<file path="config.mk">
export PLATFORM = sky130hd
export DESIGN_NAME = time_mode_controller_flat
export DESIGN_NICKNAME = d
export VERILOG_FILES = /design/src/rtl/time_mode_controller_pkg.sv /design/src/rtl/time_mode_controller_if.sv /design/src/rtl/time_mode_controller_alarm_match_detector.sv /design/src/rtl/time_mode_controller.sv /design/src/flat_wrapper.sv
export SDC_FILE = /design/constraint.sdc
export NUM_CORES = 1
export LEC_CHECK = 0
export BUFFER_PORTS_ARGS = -buffer_cell sky130_fd_sc_hd__buf_2
export CORE_MARGIN = 1
export CORE_UTILIZATION = 48
export DETAILED_ROUTE_END_ITERATION = 16
export PLACE_DENSITY = 0.86
export SETUP_SLACK_MARGIN = 0.05
export SLEW_MARGIN = 40
export SYNTH_ARGS = -nofsm -noshare
export SYNTH_HDL_FRONTEND = slang
export SYNTH_SLANG_ARGS = --single-unit
</file>
<file path="constraint.sdc">
create_clock -name clk -period 2.5 [get_ports clk]
set_input_delay 0.125 -clock clk [delete_from_list [all_inputs] [get_ports clk]]
set_output_delay 0.125 -clock clk [all_outputs]
set_load 0.005 [all_outputs]
</file>
<file path="src/rtl/time_mode_controller_pkg.sv">
// time_mode_controller_pkg: shared states, field codes and packed H1/H2/M1/M2 layout.
package time_mode_controller_pkg;

    typedef enum logic [1:0] {RUN, ADJ, RING} state_t;

    localparam logic [1:0] FLD_TH = 2'd0;
    localparam logic [1:0] FLD_TM = 2'd1;
    localparam logic [1:0] FLD_AH = 2'd2;
    localparam logic [1:0] FLD_AM = 2'd3;

    localparam int H1_W = 2;
    localparam int H2_W = 4;
    localparam int M1_W = 3;
    localparam int M2_W = 4;
    localparam int HM_W = H1_W + H2_W + M1_W + M2_W;

    function automatic logic [HM_W-1:0] pack_hm(input logic [H1_W-1:0] h1, input logic [H2_W-1:0] h2,
                                                input logic [M1_W-1:0] m1, input logic [M2_W-1:0] m2);
        return {h1, h2, m1, m2};
    endfunction

endpackage

</file>
<file path="src/rtl/time_mode_controller_if.sv">
// time_mode_controller_if: buttons, time compare inputs and field/buzzer outputs of the controller.
interface time_mode_controller_if import time_mode_controller_pkg::*; #(parameter int SEL_W = 2) ();

    logic              tick_1hz;
    logic              btn_c;
    logic              btn_l;
    logic              btn_r;
    logic              btn_u;
    logic              btn_d;
    logic              alarm_sw;
    logic [HM_W-1:0]   cur_hm;
    logic [HM_W-1:0]   alm_hm;
    logic              cur_sec_zero;
    logic              run_en;
    logic              adj_mode;
    logic [SEL_W-1:0]  field_sel;
    logic [3:0]        fld_en;
    logic              fld_dn;
    logic              buzz;
    logic [3:0]        leds;

    modport master (
        output tick_1hz, btn_c, btn_l, btn_r, btn_u, btn_d, alarm_sw, cur_hm, alm_hm, cur_sec_zero,
        input  run_en, adj_mode, field_sel, fld_en, fld_dn, buzz, leds
    );

    modport slave (
        input  tick_1hz, btn_c, btn_l, btn_r, btn_u, btn_d, alarm_sw, cur_hm, alm_hm, cur_sec_zero,
        output run_en, adj_mode, field_sel, fld_en, fld_dn, buzz, leds
    );

endinterface

</file>
<file path="src/rtl/time_mode_controller_alarm_match_detector.sv">
// alarm_match_detector: one-cycle match pulse on the qualifying tick, held off until the minute changes.
module alarm_match_detector import time_mode_controller_pkg::*; (
    input  logic            clk,
    input  logic            rst,
    input  logic            en_i,
    input  logic            tick_i,
    input  logic            alarm_sw_i,
    input  logic [HM_W-1:0] cur_hm_i,
    input  logic [HM_W-1:0] alm_hm_i,
    input  logic            sec_zero_i,
    output logic            match_o
);

    logic eq;
    logic armed_q;
    logic armed_d;

    assign eq      = cur_hm_i == alm_hm_i;
    assign match_o = en_i && eq && sec_zero_i && tick_i && alarm_sw_i && !armed_q;
    // The latch survives the whole matching minute so a dismissed or timed-out alarm stays quiet.
    assign armed_d = eq && (armed_q || match_o);

    always_ff @(posedge clk or negedge rst) begin
        if (!rst) armed_q <= 1'b0;
        else      armed_q <= armed_d;
    end

endmodule

</file>
<file path="src/rtl/time_mode_controller.sv">
// time_mode_controller: RUN/ADJ/RING sequencer driving field strobes and the alarm buzzer.
module time_mode_controller import time_mode_controller_pkg::*; #(
    parameter int RING_TICKS = 60,
    parameter int SEL_W      = 2
) (
    input  logic clk,
    input  logic rst,
    time_mode_controller_if.slave bus
);

    localparam int CNT_W = $clog2(RING_TICKS + 1);

    state_t           state_q, state_d;
    logic [SEL_W-1:0] sel_q, sel_d;
    logic [3:0]       fld_en_q, fld_en_d;
    logic             fld_dn_q, fld_dn_d;
    logic [CNT_W-1:0] ring_cnt_q, ring_cnt_d;
    logic             match;

    alarm_match_detector u_match (
        .clk        (clk),
        .rst        (rst),
        .en_i       (state_q == RUN && !bus.btn_c),
        .tick_i     (bus.tick_1hz),
        .alarm_sw_i (bus.alarm_sw),
        .cur_hm_i   (bus.cur_hm),
        .alm_hm_i   (bus.alm_hm),
        .sec_zero_i (bus.cur_sec_zero),
        .match_o    (match)
    );

    always_comb begin
        state_d    = state_q;
        sel_d      = sel_q;
        fld_en_d   = '0;
        fld_dn_d   = 1'b0;
        ring_cnt_d = ring_cnt_q;
        case (state_q)
            RUN: begin
                if (bus.btn_c) begin
                    state_d = ADJ;
                    sel_d   = SEL_W'(FLD_TH);
                end else if (match) begin
                    state_d    = RING;
                    ring_cnt_d = '0;
                end
            end
            ADJ: begin
                if (bus.btn_c) state_d = RUN;
                else if (bus.btn_u) fld_en_d = 4'(1) << sel_q;
                else if (bus.btn_d) begin
                    fld_en_d = 4'(1) << sel_q;
                    fld_dn_d = 1'b1;
                end
                else if (bus.btn_r) sel_d = sel_q + SEL_W'(1);
                else if (bus.btn_l) sel_d = sel_q - SEL_W'(1);
            end
            RING: begin
                if (bus.btn_c || !bus.alarm_sw || (bus.tick_1hz && ring_cnt_q >= CNT_W'(RING_TICKS - 1)))
                    state_d = RUN;
                else if (bus.tick_1hz && ring_cnt_q != CNT_W'(RING_TICKS))
                    ring_cnt_d = ring_cnt_q + CNT_W'(1);
            end
            default: state_d = RUN;
        endcase
    end

    always_ff @(posedge clk or negedge rst) begin
        if (!rst) begin
            state_q    <= RUN;
            sel_q      <= SEL_W'(FLD_TH);
            fld_en_q   <= '0;
            fld_dn_q   <= 1'b0;
            ring_cnt_q <= '0;
        end else begin
            state_q    <= state_d;
            sel_q      <= sel_d;
            fld_en_q   <= fld_en_d;
            fld_dn_q   <= fld_dn_d;
            ring_cnt_q <= ring_cnt_d;
        end
    end

    // Mode outputs decode straight from the state register so reset clears them without a clock.
    assign bus.run_en    = state_q != ADJ;
    assign bus.adj_mode  = state_q == ADJ;
    assign bus.buzz      = state_q == RING;
    assign bus.field_sel = sel_q;
    assign bus.fld_en    = fld_en_q;
    assign bus.fld_dn    = fld_dn_q;
    assign bus.leds      = (state_q == ADJ) ? 4'(1) << sel_q : 4'd0;

endmodule

</file>
<file path="src/flat_wrapper.sv">
// flat-port wrapper written by rule: the top's interface ports become plain ports
module time_mode_controller_flat import time_mode_controller_pkg::*;
#(
    parameter int RING_TICKS = 60,
    parameter int SEL_W      = 2
)
  (clk, rst, bus_tick_1hz, bus_btn_c, bus_btn_l, bus_btn_r, bus_btn_u, bus_btn_d, bus_alarm_sw, bus_cur_hm, bus_alm_hm, bus_cur_sec_zero, bus_run_en, bus_adj_mode, bus_field_sel, bus_fld_en, bus_fld_dn, bus_buzz, bus_leds);
  time_mode_controller_if #(.SEL_W(SEL_W)) bus_i ();
  input  logic clk;
  input  logic rst;
  input wire logic [$bits(bus_i.tick_1hz)-1:0] bus_tick_1hz;
  input wire logic [$bits(bus_i.btn_c)-1:0] bus_btn_c;
  input wire logic [$bits(bus_i.btn_l)-1:0] bus_btn_l;
  input wire logic [$bits(bus_i.btn_r)-1:0] bus_btn_r;
  input wire logic [$bits(bus_i.btn_u)-1:0] bus_btn_u;
  input wire logic [$bits(bus_i.btn_d)-1:0] bus_btn_d;
  input wire logic [$bits(bus_i.alarm_sw)-1:0] bus_alarm_sw;
  input wire logic [$bits(bus_i.cur_hm)-1:0] bus_cur_hm;
  input wire logic [$bits(bus_i.alm_hm)-1:0] bus_alm_hm;
  input wire logic [$bits(bus_i.cur_sec_zero)-1:0] bus_cur_sec_zero;
  output wire logic [$bits(bus_i.run_en)-1:0] bus_run_en;
  output wire logic [$bits(bus_i.adj_mode)-1:0] bus_adj_mode;
  output wire logic [$bits(bus_i.field_sel)-1:0] bus_field_sel;
  output wire logic [$bits(bus_i.fld_en)-1:0] bus_fld_en;
  output wire logic [$bits(bus_i.fld_dn)-1:0] bus_fld_dn;
  output wire logic [$bits(bus_i.buzz)-1:0] bus_buzz;
  output wire logic [$bits(bus_i.leds)-1:0] bus_leds;
  assign bus_i.tick_1hz = bus_tick_1hz;
  assign bus_i.btn_c = bus_btn_c;
  assign bus_i.btn_l = bus_btn_l;
  assign bus_i.btn_r = bus_btn_r;
  assign bus_i.btn_u = bus_btn_u;
  assign bus_i.btn_d = bus_btn_d;
  assign bus_i.alarm_sw = bus_alarm_sw;
  assign bus_i.cur_hm = bus_cur_hm;
  assign bus_i.alm_hm = bus_alm_hm;
  assign bus_i.cur_sec_zero = bus_cur_sec_zero;
  assign bus_run_en = bus_i.run_en;
  assign bus_adj_mode = bus_i.adj_mode;
  assign bus_field_sel = bus_i.field_sel;
  assign bus_fld_en = bus_i.fld_en;
  assign bus_fld_dn = bus_i.fld_dn;
  assign bus_buzz = bus_i.buzz;
  assign bus_leds = bus_i.leds;
  time_mode_controller #(.RING_TICKS(RING_TICKS), .SEL_W(SEL_W)) u_core (.clk(clk), .rst(rst), .bus(bus_i));
endmodule
</file>
==> impl_metrics.py <==
metrics = {
    "logic_synthesis": {
        "synth_warnings": 0,
        "synth-seq-area-share": 0.409,
        "synth_cell_types": 33,
        "syn_area_per_cell_um2": 9.24,
        "synth_compound_area_frac": 0.0907,
        "syn-cell-area_um2": 980,
        "synth_nets": 144,
        "synthMuxAreaShare": 0.0217,
        "yosys.area_share.simple": 0.291,
        "synth_xor_area_frac": 0.134,
        "synthCells": 106,
        "synth_top_family_by_area": "simple AND/OR/NAND/NOR gates",
        "synthAdderAreaFrac": 0.0255,
        "ys_ff_latch": 16,
    },
    "layout": {
        "fill_cells": 141,
        "layout.nets": 199,
        "syn2layout_area_growth_pct": 33.2,
        "finalInstanceArea_um2": 1310,
        "drive_gt1_frac": 0.363,
        "antenna_cells": 0,
    },
    "sta": {
        "slew_headroom": 0.759,
        "final_max_slew_viol_count": 0,
        "setup_viol": 0,
        "period_needed_ps": 1720,
        "grt_setup_unrepaired": "no",
        "max_freq_mhz": 583,
        "worst_clock_skew_ps": 2.57,
        "worst_slew_pin_slew_ps": 359,
        "fin_tns_setup_ps": 0,
        "hold_viol": 0,
        "fin_crit_sh": 0.686,
    },
    "global_routing": {
        "grt_use_total": 0.208,
        "gr-total-overflow": 0,
        "grt_pass1_vias": 825,
        "grt_pass1_wl_mm": 3.22,
        "antenna_found_initial": 0,
        "grt_max_degree": 17,
    },
    "clocking": {
        "clk_pin_slew_worst_paths_ps": 90,
        "worstSkewPairLatency_ps": 280,
        "htree_levels": 1,
        "cts_buffers": 3,
        "clock-sinks": 16,
        "cts_tree": "done",
        "cts_resized": 0,
        "clock_path_buffers": 2,
        "clockRootBuffer": "clkbuf_4",
    },
    "pwr": {
        "power_density_nw_per_um2": 544,
        "max-vdd-ir-drop_v": 0.000444,
        "power.leakage_nw": 0.687,
    },
    "critical_path": {
        "path_max_fanout": 6,
        "worstReg2RegStart": "u_core.state_q[0]",
        "worstPathRequired_ps": 2670,
        "start_kind": "register",
        "startpoint": "u_core.state_q[0]",
        "r2r_slack_ps": 780,
        "cp.arrival_ps": 1880,
        "cp-end-kind": "register",
        "worstSetupPathType": "reg -> reg",
        "r2r_cells": 5,
        "r2r-end": "u_core.ring_cnt_q[4]",
        "endpoint": "u_core.ring_cnt_q[4]",
    },
    "placement": {
        "place.port_buffers": 49,
        "place_congestion": 0.842,
        "hpwl_mm": 1.65,
        "postPlaceCellArea_um2": 1260,
    },
    "die": {
        "die-area_um2": 2230,
        "die_h_um": 47.2,
        "pin_count": 50,
        "die_w_um": 47.2,
        "coreArea_um2": 1820,
        "rows": 15,
        "initial_core_util": 0.538,
    },
    "hold_path": {
        "hold_class": "in -> reg",
    },
    "route": {
        "drt_iter0_drc": 31,
        "avgViaCountPerCell": 5.10,
        "wl_per_cell_um": 11.4,
        "routed_wl_mm": 2.12,
        "dr_total_vias": 944,
        "firstDrtPassIters": 4,
        "ant_nets": 0,
        "post-route-drc-count": 0,
    },
    "run_status": {
        "outcome": "completed",
    },
    "job": {
        "drv_cap": 0,
    },
}
## per-stage QoR
stage	hold slack, ps	utilization	std cells	worst slack (ps)	total power, W
detailed placement	52.2	0.691	180	839	0.000541
floorplan	-171	-	106	1000	0.000433
global placement	48.6	0.691	180	938	0.000535
finish	39.4	0.717	185	784	0.000710
CTS	31.6	0.717	185	783	0.000713
global route	41.7	0.717	185	686	0.000752
## logic make-up (layout without fill, tap and decap cells)
kind of cell | count (synthesis) | after routing
multiplexers | 2 | 2
AO/OA/AOI/OAI | 13 | 13
adder cells (fa/ha/maj) | 2 | 2
AND/OR/NAND/NOR | 51 | 51
buffers and inverters | 7 | 61
XOR/XNOR | 15 | 15
flip-flops | 16 | 16
## cell usage in the layout (no fill, tap or decap), drive strengths merged, types with 2 or more instances in the layout
cell    instances
dfrtp          16
ha              2
a31oi           3
nand2           6
nor4            6
a21oi           3
and3            3
nand2b          3
xor2           14
nand4           3
inv             6
nand3           4
nor3            4
nor2           12
and2            4
clkbuf          4
buf            50
nor2b           2
## worst max-delay path: stages (launching register included)
cell	delay (ps)
dfrtp_1	450
or3_1	380
nor4_2	140
nand4_1	240
a22oi_1	270
o2bb2ai_1	110
## per-layer routing
metal | track usage | vias to the layer above | part of all wire
met1 | 0.256 | 416 | 0.44
met5 | 0 | - | 0
li1 | - | 482 | -
met4 | 0.0343 | 0 | 0.0057
met2 | 0.367 | 44 | 0.48
met3 | 0.0577 | 2 | 0.073
## registers in the layout, indices dropped and copies added (netlist names)
name / count
u_core.state_q: 2
u_core.bus.fld_dn: 1
u_core.u_match.armed_q: 1
u_core.bus.fld_en: 4
u_core.bus.field_sel: 2
u_core.ring_cnt_q: 6
## Yosys cell counts
cell type,count,share of area
nor3b_1,1,0.0077
a22oi_1,1,0.0077
nand2_1,5,0.019
o21bai_1,1,0.0077
inv_1,6,0.023
a21oi_1,3,0.015
xor2_1,14,0.13
nor4_1,4,0.026
o2bb2ai_1,1,0.0089
o21ai_1,1,0.0051
and2_1,4,0.026
dfrtp_1,16,0.41
nand3_1,4,0.020
mux2i_1,1,0.010
nor2b_1,2,0.013
or3_1,1,0.0064
o211ai_1,1,0.0077
nor4_2,2,0.026
nand2_2,1,0.0064
mux2_2,1,0.011
nand2b_1,3,0.019
nor2_1,12,0.046
a31oi_1,3,0.019
nor3_1,4,0.020
buf_2,1,0.0051
xnor2_1,1,0.0089
and3_1,3,0.019
nor4b_1,1,0.0089
a221o_1,1,0.010
nand4b_1,1,0.0089
ha_1,2,0.026
nand4_1,3,0.019
o2111ai_1,1,0.0089
## layout make-up
class	count	area [um^2]	area share
clock buffers	4	36.3	0.0278
repair buffers	51	263	0.201
multi-input cells	83	552	0.423
well taps	25	31.3	0.0240
inverters	6	22.5	0.0173
flip-flops and latches	16	400	0.307
## report_power, final
| part | internal (W) | total, W | switching (W) |
|---|---|---|---|
| combinational | 0.000109 | 0.000222 | 0.000113 |
| sequential | 0.000284 | 0.000319 | 0.0000343 |
| clock | 0.0000887 | 0.000170 | 0.0000810 |
## worst min path at each step
stage,slack (ps),cells after the start,to,startpoint
finish,40,2,u_core.bus.fld_dn,bus_btn_u
global route,40,2,u_core.bus.fld_dn,bus_btn_u
CTS,30,2,u_core.bus.fld_dn,bus_btn_u
detailed placement,50,1,u_core.ring_cnt_q[2],rst
global placement,50,1,u_core.ring_cnt_q[3],rst
floorplan,-170,0,u_core.bus.field_sel[0],rst
## what timing repair did
action / 4_1_cts / 5_1_grt
hold buffers: 1 / 0
hold endpoints to repair: 16 / 0
buffers inserted: 0 / 0
Power figures use the tool's default switching activity.
